File: config.mk
export PLATFORM = sky130hd
export DESIGN_NAME = thread_scheduler
export DESIGN_NICKNAME = d
export VERILOG_FILES = /design/src/rtl/thread_scheduler_pkg.sv /design/src/rtl/thread_scheduler_pc_fifo.sv /design/src/rtl/thread_scheduler.sv
export SDC_FILE = /design/constraint.sdc
export NUM_CORES = 1
export LEC_CHECK = 0
export BUFFER_PORTS_ARGS = -buffer_cell sky130_fd_sc_hd__buf_2
export CORE_UTILIZATION = 50
export DETAILED_ROUTE_END_ITERATION = 12
export PLACE_DENSITY = 0.74
export SETUP_SLACK_MARGIN = 0.2
export SLEW_MARGIN = 30
export SYNTH_ARGS = -nofsm -noshare
export SYNTH_HDL_FRONTEND = slang
export SYNTH_HIERARCHICAL = 1
export SYNTH_SLANG_ARGS = --single-unit
File: constraint.sdc
create_clock -name clk -period 3.1 [get_ports clk]
set_clock_uncertainty 0.15 [all_clocks]
set_input_delay 0.155 -clock clk [delete_from_list [all_inputs] [get_ports clk]]
set_output_delay 0.155 -clock clk [all_outputs]
set_load 0.02 [all_outputs]
File: src/rtl/thread_scheduler_pkg.sv
// Shared types and default sizing for the regex thread scheduler.
package thread_scheduler_pkg;
  localparam int PC_WIDTH_DEF        = 8;
  localparam int FIFO_DEPTH_LOG2_DEF = 4;

  typedef enum logic [1:0] {
    S_IDLE = 2'd0,
    S_RUN  = 2'd1,
    S_DONE = 2'd2
  } sched_state_e;
endpackage

File: src/rtl/thread_scheduler_pc_fifo.sv
// Synchronous PC FIFO with same-cycle push/pop, clear, and a combinational head.
module thread_scheduler_pc_fifo
  import thread_scheduler_pkg::*;
#(
  parameter int WIDTH      = PC_WIDTH_DEF,
  parameter int DEPTH_LOG2 = FIFO_DEPTH_LOG2_DEF
) (
  input  logic             clk,
  input  logic             reset,
  input  logic             clr,
  input  logic             push,
  input  logic [WIDTH-1:0] push_data,
  input  logic             pop,
  output logic             full,
  output logic             empty,
  output logic [WIDTH-1:0] head
);
  localparam int DEPTH = 1 << DEPTH_LOG2;

  logic [WIDTH-1:0]      mem_r [DEPTH];
  logic [DEPTH_LOG2:0]   wr_ptr_r;
  logic [DEPTH_LOG2:0]   rd_ptr_r;
  logic [DEPTH_LOG2-1:0] wr_idx_s;

  // A clear restarts at slot 0, so a push alongside it lands there.
  assign wr_idx_s = clr ? {DEPTH_LOG2{1'b0}} : wr_ptr_r[DEPTH_LOG2-1:0];
  assign empty    = (wr_ptr_r == rd_ptr_r);
  assign full     = (wr_ptr_r[DEPTH_LOG2] != rd_ptr_r[DEPTH_LOG2]) &&
                    (wr_ptr_r[DEPTH_LOG2-1:0] == rd_ptr_r[DEPTH_LOG2-1:0]);
  assign head     = mem_r[rd_ptr_r[DEPTH_LOG2-1:0]];

  // Entry storage write port.
  always_ff @(posedge clk) begin
    if (push) begin
      mem_r[wr_idx_s] <= push_data;
    end
  end

  // Read/write pointer update.
  always_ff @(posedge clk) begin
    if (reset) begin
      wr_ptr_r <= {(DEPTH_LOG2+1){1'b0}};
      rd_ptr_r <= {(DEPTH_LOG2+1){1'b0}};
    end else if (clr) begin
      wr_ptr_r <= {{DEPTH_LOG2{1'b0}}, push};
      rd_ptr_r <= {(DEPTH_LOG2+1){1'b0}};
    end else begin
      if (push) wr_ptr_r <= wr_ptr_r + 1'b1;
      if (pop)  rd_ptr_r <= rd_ptr_r + 1'b1;
    end
  end
endmodule

File: src/rtl/thread_scheduler.sv
// Current/next PC queue scheduler for one regex engine.
// Optional CICERO_PC_DEDUP_EN drops duplicate PCs pushed to the next queue.
module thread_scheduler
  import thread_scheduler_pkg::*;
#(
  parameter int PC_WIDTH        = PC_WIDTH_DEF,
  parameter int FIFO_DEPTH_LOG2 = FIFO_DEPTH_LOG2_DEF
) (
  input  logic                clk,
  input  logic                reset,
  input  logic                start,
  input  logic [PC_WIDTH-1:0] start_pc,
  input  logic                in_pc_valid,
  input  logic [PC_WIDTH-1:0] in_pc,
  input  logic                in_pc_to_current,
  output logic                in_pc_ready,
  output logic                out_pc_valid,
  output logic [PC_WIDTH-1:0] out_pc,
  input  logic                out_pc_ready,
  input  logic                bb_accepts,
  input  logic                last_character,
  output logic                char_advance,
  output logic                busy,
  output logic                done,
  output logic                accepted
);
  sched_state_e        state_r;
  logic                cur_sel_r, busy_r, done_r, accepted_r;
  logic                a_full_s, a_empty_s, b_full_s, b_empty_s;
  logic [PC_WIDTH-1:0] a_head_s, b_head_s, cur_head_s, data_a_s;
  logic                cur_full_s, cur_empty_s, nxt_full_s, nxt_empty_s;
  logic                run_s, start_s, pop_s, dup_s;
  logic                push_hs_s, push_cur_s, push_nxt_s;
  logic                advance_s, adv_go_s;
  logic                push_a_s, push_b_s, pop_a_s, pop_b_s;

  // Map physical queues A/B onto current/next roles.
  always_comb begin
    if (cur_sel_r) begin
      cur_full_s  = b_full_s;
      cur_empty_s = b_empty_s;
      cur_head_s  = b_head_s;
      nxt_full_s  = a_full_s;
      nxt_empty_s = a_empty_s;
    end else begin
      cur_full_s  = a_full_s;
      cur_empty_s = a_empty_s;
      cur_head_s  = a_head_s;
      nxt_full_s  = b_full_s;
      nxt_empty_s = b_empty_s;
    end
  end

  assign run_s        = (state_r == S_RUN);
  assign start_s      = start && !run_s;
  assign out_pc_valid = run_s && !cur_empty_s;
  assign out_pc       = out_pc_valid ? cur_head_s : {PC_WIDTH{1'b0}};
  assign pop_s        = out_pc_valid && out_pc_ready;

  // Push acceptance; a full current queue still takes a push while it is being popped.
  always_comb begin
    in_pc_ready = 1'b0;
    if (!run_s) begin
      in_pc_ready = 1'b0;
    end else if (in_pc_to_current) begin
      in_pc_ready = !cur_full_s || pop_s;
    end else begin
      in_pc_ready = !nxt_full_s || dup_s;
    end
  end

  assign push_hs_s  = in_pc_valid && in_pc_ready;
  assign push_cur_s = push_hs_s && in_pc_to_current;
  assign push_nxt_s = push_hs_s && !in_pc_to_current && !dup_s;

  // The block is provably idle only with nothing queued, nothing moving, and ready high.
  assign advance_s    = run_s && !bb_accepts && cur_empty_s && !push_hs_s && !pop_s && out_pc_ready;
  assign adv_go_s     = advance_s && !nxt_empty_s && !last_character;
  assign char_advance = adv_go_s && !reset;

  assign push_a_s = start_s || (cur_sel_r ? push_nxt_s : push_cur_s);
  assign push_b_s = !start_s && (cur_sel_r ? push_cur_s : push_nxt_s);
  assign data_a_s = start_s ? start_pc : in_pc;
  assign pop_a_s  = pop_s && !cur_sel_r;
  assign pop_b_s  = pop_s && cur_sel_r;

`ifdef CICERO_PC_DEDUP_EN
  logic [(2**PC_WIDTH)-1:0] seen_r;

  assign dup_s = seen_r[in_pc];

  // PCs already queued for the next character.
  always_ff @(posedge clk) begin
    if (reset || start_s || adv_go_s) begin
      seen_r <= '0;
    end else if (push_nxt_s) begin
      seen_r[in_pc] <= 1'b1;
    end
  end
`else
  assign dup_s = 1'b0;
`endif

  thread_scheduler_pc_fifo #(.WIDTH(PC_WIDTH), .DEPTH_LOG2(FIFO_DEPTH_LOG2)) u_fifo_a (
    .clk(clk), .reset(reset), .clr(start_s), .push(push_a_s), .push_data(data_a_s),
    .pop(pop_a_s), .full(a_full_s), .empty(a_empty_s), .head(a_head_s)
  );

  thread_scheduler_pc_fifo #(.WIDTH(PC_WIDTH), .DEPTH_LOG2(FIFO_DEPTH_LOG2)) u_fifo_b (
    .clk(clk), .reset(reset), .clr(start_s), .push(push_b_s), .push_data(in_pc),
    .pop(pop_b_s), .full(b_full_s), .empty(b_empty_s), .head(b_head_s)
  );

  // Run-control state machine with registered status outputs.
  always_ff @(posedge clk) begin
    if (reset) begin
      state_r    <= S_IDLE;
      cur_sel_r  <= 1'b0;
      busy_r     <= 1'b0;
      done_r     <= 1'b0;
      accepted_r <= 1'b0;
    end else if (start_s) begin
      state_r    <= S_RUN;
      cur_sel_r  <= 1'b0;
      busy_r     <= 1'b1;
      done_r     <= 1'b0;
      accepted_r <= 1'b0;
    end else begin
      case (state_r)
        S_RUN: begin
          if (bb_accepts) begin
            state_r    <= S_DONE;
            busy_r     <= 1'b0;
            done_r     <= 1'b1;
            accepted_r <= 1'b1;
          end else if (advance_s) begin
            if (nxt_empty_s || last_character) begin
              state_r    <= S_DONE;
              busy_r     <= 1'b0;
              done_r     <= 1'b1;
              accepted_r <= 1'b0;
            end else begin
              cur_sel_r <= ~cur_sel_r;
            end
          end
        end
        S_IDLE, S_DONE: begin
          state_r <= state_r;
        end
        default: begin
          state_r <= S_IDLE;
          busy_r  <= 1'b0;
          done_r  <= 1'b0;
        end
      endcase
    end
  end

  assign busy     = busy_r;
  assign done     = done_r;
  assign accepted = accepted_r;
endmodule
## Word-level counts from Yosys, hierarchy flattened

Memories as Yosys holds them, arrays and structs flattened. A register that Yosys moved wholly into a read port is not among the register bits.
Index checks and enable logic that the tools add are counted.

| word-level totals | value |
|---|---|
| bits in latches | 0 |
| memory bits (writable) | 256 |
| memories | 2 |
| flip-flop bits (word level) | 26 |
| bits of input ports | 24 |
| bits in read-only memories | 0 |

Memories:

| memory | depth | width | rd ports | clocked after memory_dff | wr ports | RTL line | RTL |
|---|---|---|---|---|---|---|---|
| u_fifo_a.mem_r | 16 | 8 | 1 | 1 | 1 | thread_scheduler_pc_fifo.sv:20 | `logic [WIDTH-1:0] mem_r [DEPTH];` |
| u_fifo_b.mem_r | 16 | 8 | 1 | 1 | 1 | thread_scheduler_pc_fifo.sv:20 |  |

| operators by class | value |
|---|---|
| muxes and demuxes | 40 |
| bitwise gates (word level) | 4 |
| shifts and indexed selects | 0 |
| order comparisons | 0 |
| add/sub/neg operators | 4 |
| reductions and logical operators | 46 |
| equality and inequality tests | 13 |
| multipliers | 0 |
| div/mod/pow operators | 0 |

Operator list:

| kind | number |
|---|---|
| $mux W1 | 25 |
| $mux W4 | 6 |
| $mux W8 | 3 |
| $add A5 B1 Y5 const B | 4 |
| $logic_and A1 B1 Y1 | 19 |
| $logic_not A1 Y1 | 13 |
| $eq A5 B5 Y1 | 2 |
| $reduce_and A3 Y1 | 3 |
| $eq A4 B4 Y1 | 2 |
| $ne A4 B2 Y1 const B | 2 |
| $reduce_bool A2 Y1 | 4 |
| $mux W2 | 3 |
| $ne A3 B2 Y1 const B | 2 |
| $not A1 Y1 | 4 |
| $pmux W1 S2 | 2 |
| $pmux W2 S2 | 1 |
| $reduce_and A4 Y1 | 1 |
| $reduce_or A2 Y1 | 2 |
| $logic_or A1 B1 Y1 | 3 |
| $eq A2 B1 Y1 const B | 1 |
| $eq A2 B2 Y1 const B | 1 |
| $logic_not A2 Y1 | 1 |
| $ne A1 B1 Y1 | 2 |
| $ne A2 B2 Y1 const B | 1 |

## Logic depth before layout (Yosys ltp)

| depth | value |
|---|---|
| depth in word-level cells | 17 |
| gate-level depth with buffers | 12 |
| gate-level depth less buffers | 10 |

## By module

The synthesis kept the hierarchy.

By module, submodules not included:

| module | times used | cells an instance | area an instance (um^2) |
|---|---|---|---|
| thread_scheduler_pc_fifo | 2 | 282 | 5555.3 |
| thread_scheduler | 1 | 71 | 591.8 |

## Least setup slack after synthesis

OpenSTA, ideal clock, no wires.

| path | value |
|---|---|
| kind | register -> register |
| from | register u_fifo_a.wr_ptr_r[1] |
| to | memory u_fifo_a/mem_r[1][0] (netlist bit) (enable) |
| buffers on the path | 2 |
| setup time | 0.383 ns |
| path slack | -0.268 ns |
| data arrival time | 2.834 ns |
| period minus slack after synthesis | 3.368 ns |
| cell stages (with the launch flop) | 13 |
| cell sequence | dfxtp_1 clkbuf_1 xnor2_1 nand4_1 nor2_1 mux2_4 o311ai_4 nand2_1 o21ai_1 clkbuf_1 nor2b_1 nand2_1 nor3_1 |

| between the ends | value |
|---|---|
| cells in the longest elaborated chain, start to end | 14 |
| elaborated cells on any way between the ends | 22 |

Ends and longest elaborated chain:

| what | RTL line | RTL |
|---|---|---|
| start: declaration | thread_scheduler_pc_fifo.sv:21 | `logic [DEPTH_LOG2:0] wr_ptr_r;` |
| start signal: assignment | thread_scheduler_pc_fifo.sv:42 | `wr_ptr_r <= {(DEPTH_LOG2+1){1'b0}};` |
| start signal: assignment | thread_scheduler_pc_fifo.sv:45 | `wr_ptr_r <= {{DEPTH_LOG2{1'b0}}, push};` |
| start signal: assignment | thread_scheduler_pc_fifo.sv:48 | `if (push) wr_ptr_r <= wr_ptr_r + 1'b1;` |
| $eq A5 B5 Y1 * | thread_scheduler_pc_fifo.sv:27 | `assign empty = (wr_ptr_r == rd_ptr_r);` |
| net a_empty_s | thread_scheduler.sv:29 | `logic a_full_s, a_empty_s, b_full_s, b_empty_s;` |
| $mux W1 * | thread_scheduler.sv:39 | `if (cur_sel_r) begin` |
| $logic_not A1 Y1 * | thread_scheduler.sv:56 | `assign out_pc_valid = run_s && !cur_empty_s;` |
| $logic_and A1 B1 Y1 * | thread_scheduler.sv:56 |  |
| $logic_and A1 B1 Y1 * | thread_scheduler.sv:58 | `assign pop_s = out_pc_valid && out_pc_ready;` |
| $logic_or A1 B1 Y1 * | thread_scheduler.sv:66 | `in_pc_ready = !cur_full_s \|\| pop_s;` |
| $mux W1 * | thread_scheduler.sv:65 | `end else if (in_pc_to_current) begin` |
| $mux W1 * | thread_scheduler.sv:63 | `if (!run_s) begin` |
| $logic_and A1 B1 Y1 * | thread_scheduler.sv:72 | `assign push_hs_s = in_pc_valid && in_pc_ready;` |
| $logic_and A1 B1 Y1, on equally long branches | thread_scheduler.sv:73, thread_scheduler.sv:74 |  |
| $mux W1 * | thread_scheduler.sv:81 | `assign push_a_s = start_s \|\| (cur_sel_r ? push_nxt_s : push_cur_s);` |
| $logic_or A1 B1 Y1 * | thread_scheduler.sv:81 |  |
| net push_a_s | thread_scheduler.sv:35 | `logic push_a_s, push_b_s, pop_a_s, pop_b_s;` |
| $mux W1 * | thread_scheduler_pc_fifo.sv:34 | `if (push) begin` |
| $mux W1 (implied by the code) * | thread_scheduler_pc_fifo.sv:35 | `mem_r[wr_idx_s] <= push_data;` |
| end: declaration | thread_scheduler_pc_fifo.sv:20 |  |

Mark *: on every way through the listed nets, which the timed path passes. The rest lies on a longest branch.

==> metrics.md <==
| Metric | Value |
|---|---|
| Vias in the first global route | `between 6000 and 7000` |
| Max_slew headroom | `a little under half` |
| Via count | `between 6000 and 7000` |
| Unrepaired setup endpoints after global routing | `true` |
| TritonCTS Buffers | `28` |
| Pins Over Slew Limit | `0` |
| Initial Util | `51.4%` |
| Busiest grt layer | `met2` |
| Synth Register Bits | `288` |
| Critical path's slowest cell | `mux4_1` |
| Placed Cells incl. Taps | `986` |
| Clk Latency, worst-skew pair | `roughly 0.53 ns` |
| Largest net degree at the start of global routing | `33` |
| Final setup violation count | `0` |
| Cell Chain, Critical Path | `buf_12 -> mux4_1 -> a22oi_1 -> nand2_1 -> mux2i_1 -> nor2_1 -> buf_2` |
| Sw Share | `roughly 20%` |
| Post-route cell area | `13600 sq um` |
| Port Buffers | `37` |
| Sequential share of power | `roughly 56%` |
| Syn avg cell area | `18.4 sq um` |
| Final Cycle Share | `92.7%` |
| Met2 Usage GRT | `35.6%` |
| Worst-Margin Slew | `0.782 ns` |
| CP max stage delay | `0.62 ns` |
| LEAKAGE | `4.43 nW` |
| WP buf/inv | `2` |
| Final wirelength | `24200 um` |
| Flop2flop setup slack | `approximately 0.31 ns` |
| Post-DP HPWL | `approximately 16000 um` |
| Outcome | `finished, final reports clean` |
| Pwr per Cell Area | `around 570 nW/um^2` |
| Nets | `~750` |
| DR DRC count | `0` |
| Die ar. | `around 24000 sq um` |
| Met1 usage | `between 20% and 30%` |
| Reported max-cap violation count | `0` |
| Mapped cell area | `~12000 sq um` |
| Mapped Nets | `roughly 660` |
| Via density | `about 5.8` |
| Synth Area in XOR/XNOR | `2.02%` |
| Achievable Freq | `348 MHz` |
| Final Hold Viols | `0` |
| Post-synth EDFFs | `256` |
| Yosys warnings | `6` |
| Row cnt | `55` |
| CP endpoint | `out_pc[1]` |
| Iteration-0 DRC Markers | `604` |
| Die Y | `around 150 um` |
| ANT nets after route | `0` |
| Met3 usage | `between 3 and 4%` |
| Number of distinct library cells after synthesis | `44` |
| Reg2Reg Depth | `11` |
| Final Wtd Congestion | `roughly 0.8` |
| Synth area leaders | `edfxtp_1, mux4_2, mux4_1, dfxtp_1, a22oi_1` |
| Critical Path RT | `2.79 ns` |
| Sequential-to-total area share from yosys stat | `71.2%` |
| Internal power | `6.17 mW` |
| Post-Layout Cell Count | `around 1100` |
| Worst min path class | `primary input to register` |
| Critical Path Start Type | `register` |
| CP delay by family, top | `multiplexers` |
| H-tree levels | `1` |
| CP Capture Type | `output pin` |
| Area after DPL | `12400 sq um` |
| Register area | `between 8000 and 9000 sq um` |
| Min Hold Slack | `0.0231 ns` |
| Synth Flop Type | `edfxtp_1` |
| Crit path time final | `2.87 ns` |
| Die Span X | `155 um` |
| Worst-path clk slew | `around 0.06 ns` |
| Levels on crit path | `7` |
| Clk network pwr share | `around two fifths` |
| Worst Path Max Fanout | `8` |
| Share of post-route cells with drive strength above 1 | `a little over a quarter` |
| Simple-gate share of the synthesized area | `5.72%` |
| Wire per inst | `~23 um` |
| Cell type with the largest total area after synthesis | `edfxtp_1` |
| Cell count after synthesis | `about 640` |
| Clock sinks | `approximately 290` |
| Max IR drop VDD | `roughly 430 uV` |
| Mux cell area share after synthesis | `between 15 and 20%` |
| Pre-CTS setup slack | `between 0.15 and 0.2 ns` |
| Compound-Gate Fraction of Synth Area | `3.08%` |
| Root Buffer | `clkbuf_16` |
| Setup TNS | `0 ns` |
| Area Growth Syn to Fin | `16.5%` |
| CTS tree | `built` |
| Reg-to-reg startpoint | `u_fifo_b/rd_ptr_r[0]$_SDFFE_PP0P_` |
| Multi-input combinational cell area | `~3300 sq um` |
| Clock tree buffer depth | `3` |
| Largest family of logic cells by synthesized area | `multiplexers` |
| Tot GR Track Use | `approximately a fifth` |
| Psw | `1.54 mW` |
| Crit Path Category | `register to output pin` |
| Worst setup margin | `0.228 ns` |
| Worst EP arrival | `roughly 2.6 ns` |
| FFs w/ async S/R, synth | `0%` |
| IO Pins | `38` |
| Initial antenna violation count | `0` |
| GRT Residual Overflow | `0` |
| Adder-Cell Fraction of Synth Area | `less than 1%` |
| N_diodes | `0` |
| 1st-pass router iterations | `7` |
| First-pass GRT wire length | `36700 um` |
| Share of power burned in combinational logic | `a little over 4%` |
| Fill cell count | `~1600` |
| R2R Path End | `u_fifo_a/mem_r[8][2]$_DFFE_PP_` |
| Post-synth top area share | `65.7%` |
| Core Area | `22800 sq um` |
==> tightest hold or removal path, stage by stage <==
cell,delay (ns)
buf_2,0.14
o311ai_4,0.07
buf_4,0.12
a21oi_2,0.06
mux2i_1,0.11
==> state kept, by name, indices dropped and copies added, names as in the netlist, named ones only <==
name,count
u_fifo_a/mem_r,128
u_fifo_b/mem_r,128
u_fifo_a/rd_ptr_r,5
u_fifo_a/wr_ptr_r,5
u_fifo_b/rd_ptr_r,5
u_fifo_b/wr_ptr_r,5
state_r,2
accepted,1
cur_sel_r,1
==> layer usage <==
metal,vias up,share of wire [%]
met2,215,51
met5,-,0
met1,3156,40
li1,2726,-
met4,0,2.8
met3,37,5.6
==> synth_stat cells, types with 2 or more instances <==
master	n
edfxtp_1	256
nor2_1	61
mux4_2	36
a22oi_1	32
dfxtp_1	32
nand2_1	32
mux4_1	28
mux2i_1	15
xor2_1	14
xnor2_1	13
clkbuf_1	11
nor2b_1	11
nand4_1	10
mux2_1	9
buf_2	7
buf_6	7
nand2b_1	7
nor3_1	7
clkdlybuf4s25_2	6
ha_1	4
nand3_1	4
o21a_1	3
and2_1	2
and2b_1	2
buf_4	2
inv_1	2
inv_2	2
nor4_1	2
o211a_1	2
or2_2	2
==> cell usage in the layout, fill, tap and decap left out, types with 9 or more instances in the layout <==
cell,instances
a22oi_1,25
buf_2,37
buf_4,36
clkbuf_1,18
clkbuf_16,31
dfxtp_1,26
dlygate4sd3_1,14
edfxtp_1,256
mux2_1,9
mux2i_1,15
mux4_1,28
mux4_2,36
nand2_1,30
nand4_1,10
nor2_1,48
nor2b_1,9
xnor2_1,13
xor2_1,14
==> layout make-up <==
class,instances,share of cell area [%]
clock inverter,4,0.174
timing repair buffer,94,5.49
clock buffer,48,6.00
multi-input combinational,310,24.2
sequential,288,61.2
tap,313,2.87
inverter,4,0.110
==> cell families (layout without fill, tap and decap cells) <==
group | after synthesis | after routing
AOI/OAI and AO/OA | 45 | 45
xor gates and xnor gates | 27 | 27
adders and majority gates | 4 | 4
buffers and inverters | 37 | 150
DFF | 288 | 288
muxes | 89 | 89
and+or+nand+nor | 145 | 145
==> worst min-delay path by stage <==
stage / start / end / slack (ns) / cells past startpoint
2_1_floorplan: reset / u_fifo_a/wr_ptr_r[0]$_SDFFE_PP0P_ / 0.08 / 1
3_3_place_gp: accepted$_SDFFE_PP0P_ / accepted$_SDFFE_PP0P_ / 0.30 / 2
3_5_place_dp: reset / u_fifo_b/wr_ptr_r[0]$_SDFFE_PP0P_ / 0.32 / 2
4_1_cts: in_pc_to_current / cur_sel_r$_SDFFE_PP0P_ / 0.002 / 5
5_1_grt: in_pc_to_current / cur_sel_r$_SDFFE_PP0P_ / 0.03 / 5
6_report: in_pc_to_current / cur_sel_r$_SDFFE_PP0P_ / 0.02 / 5
==> what timing repair did <==
item,4_1_cts,5_1_grt
resized for setup,10,14
gates cloned,1,1
setup buffers,5,2
endpoints found under the setup margin,53,263
hold endpoints to repair,134,0
hold buffers,14,0
pin swaps,2,2
==> power by group through the flow <==
stage               clock (mW)  sequential (mW)  combinational, mW
floorplan                    0             4.36              0.169
CTS                       3.16             4.28              0.315
detailed placement           0             4.37              0.293
global placement             0             4.37              0.279
global route              3.30             4.28              0.344
finish                    3.11             4.28              0.317
==> per-stage QoR <==
stage / total power [mW] / util, %
finish: 7.71 / 59.8
global route: 7.93 / 59.8
CTS: 7.76 / 59.4
detailed placement: 4.66 / 54.5
global placement: 4.64 / 54.5
floorplan: 4.53 / -
Power figures use the tool's default switching activity.
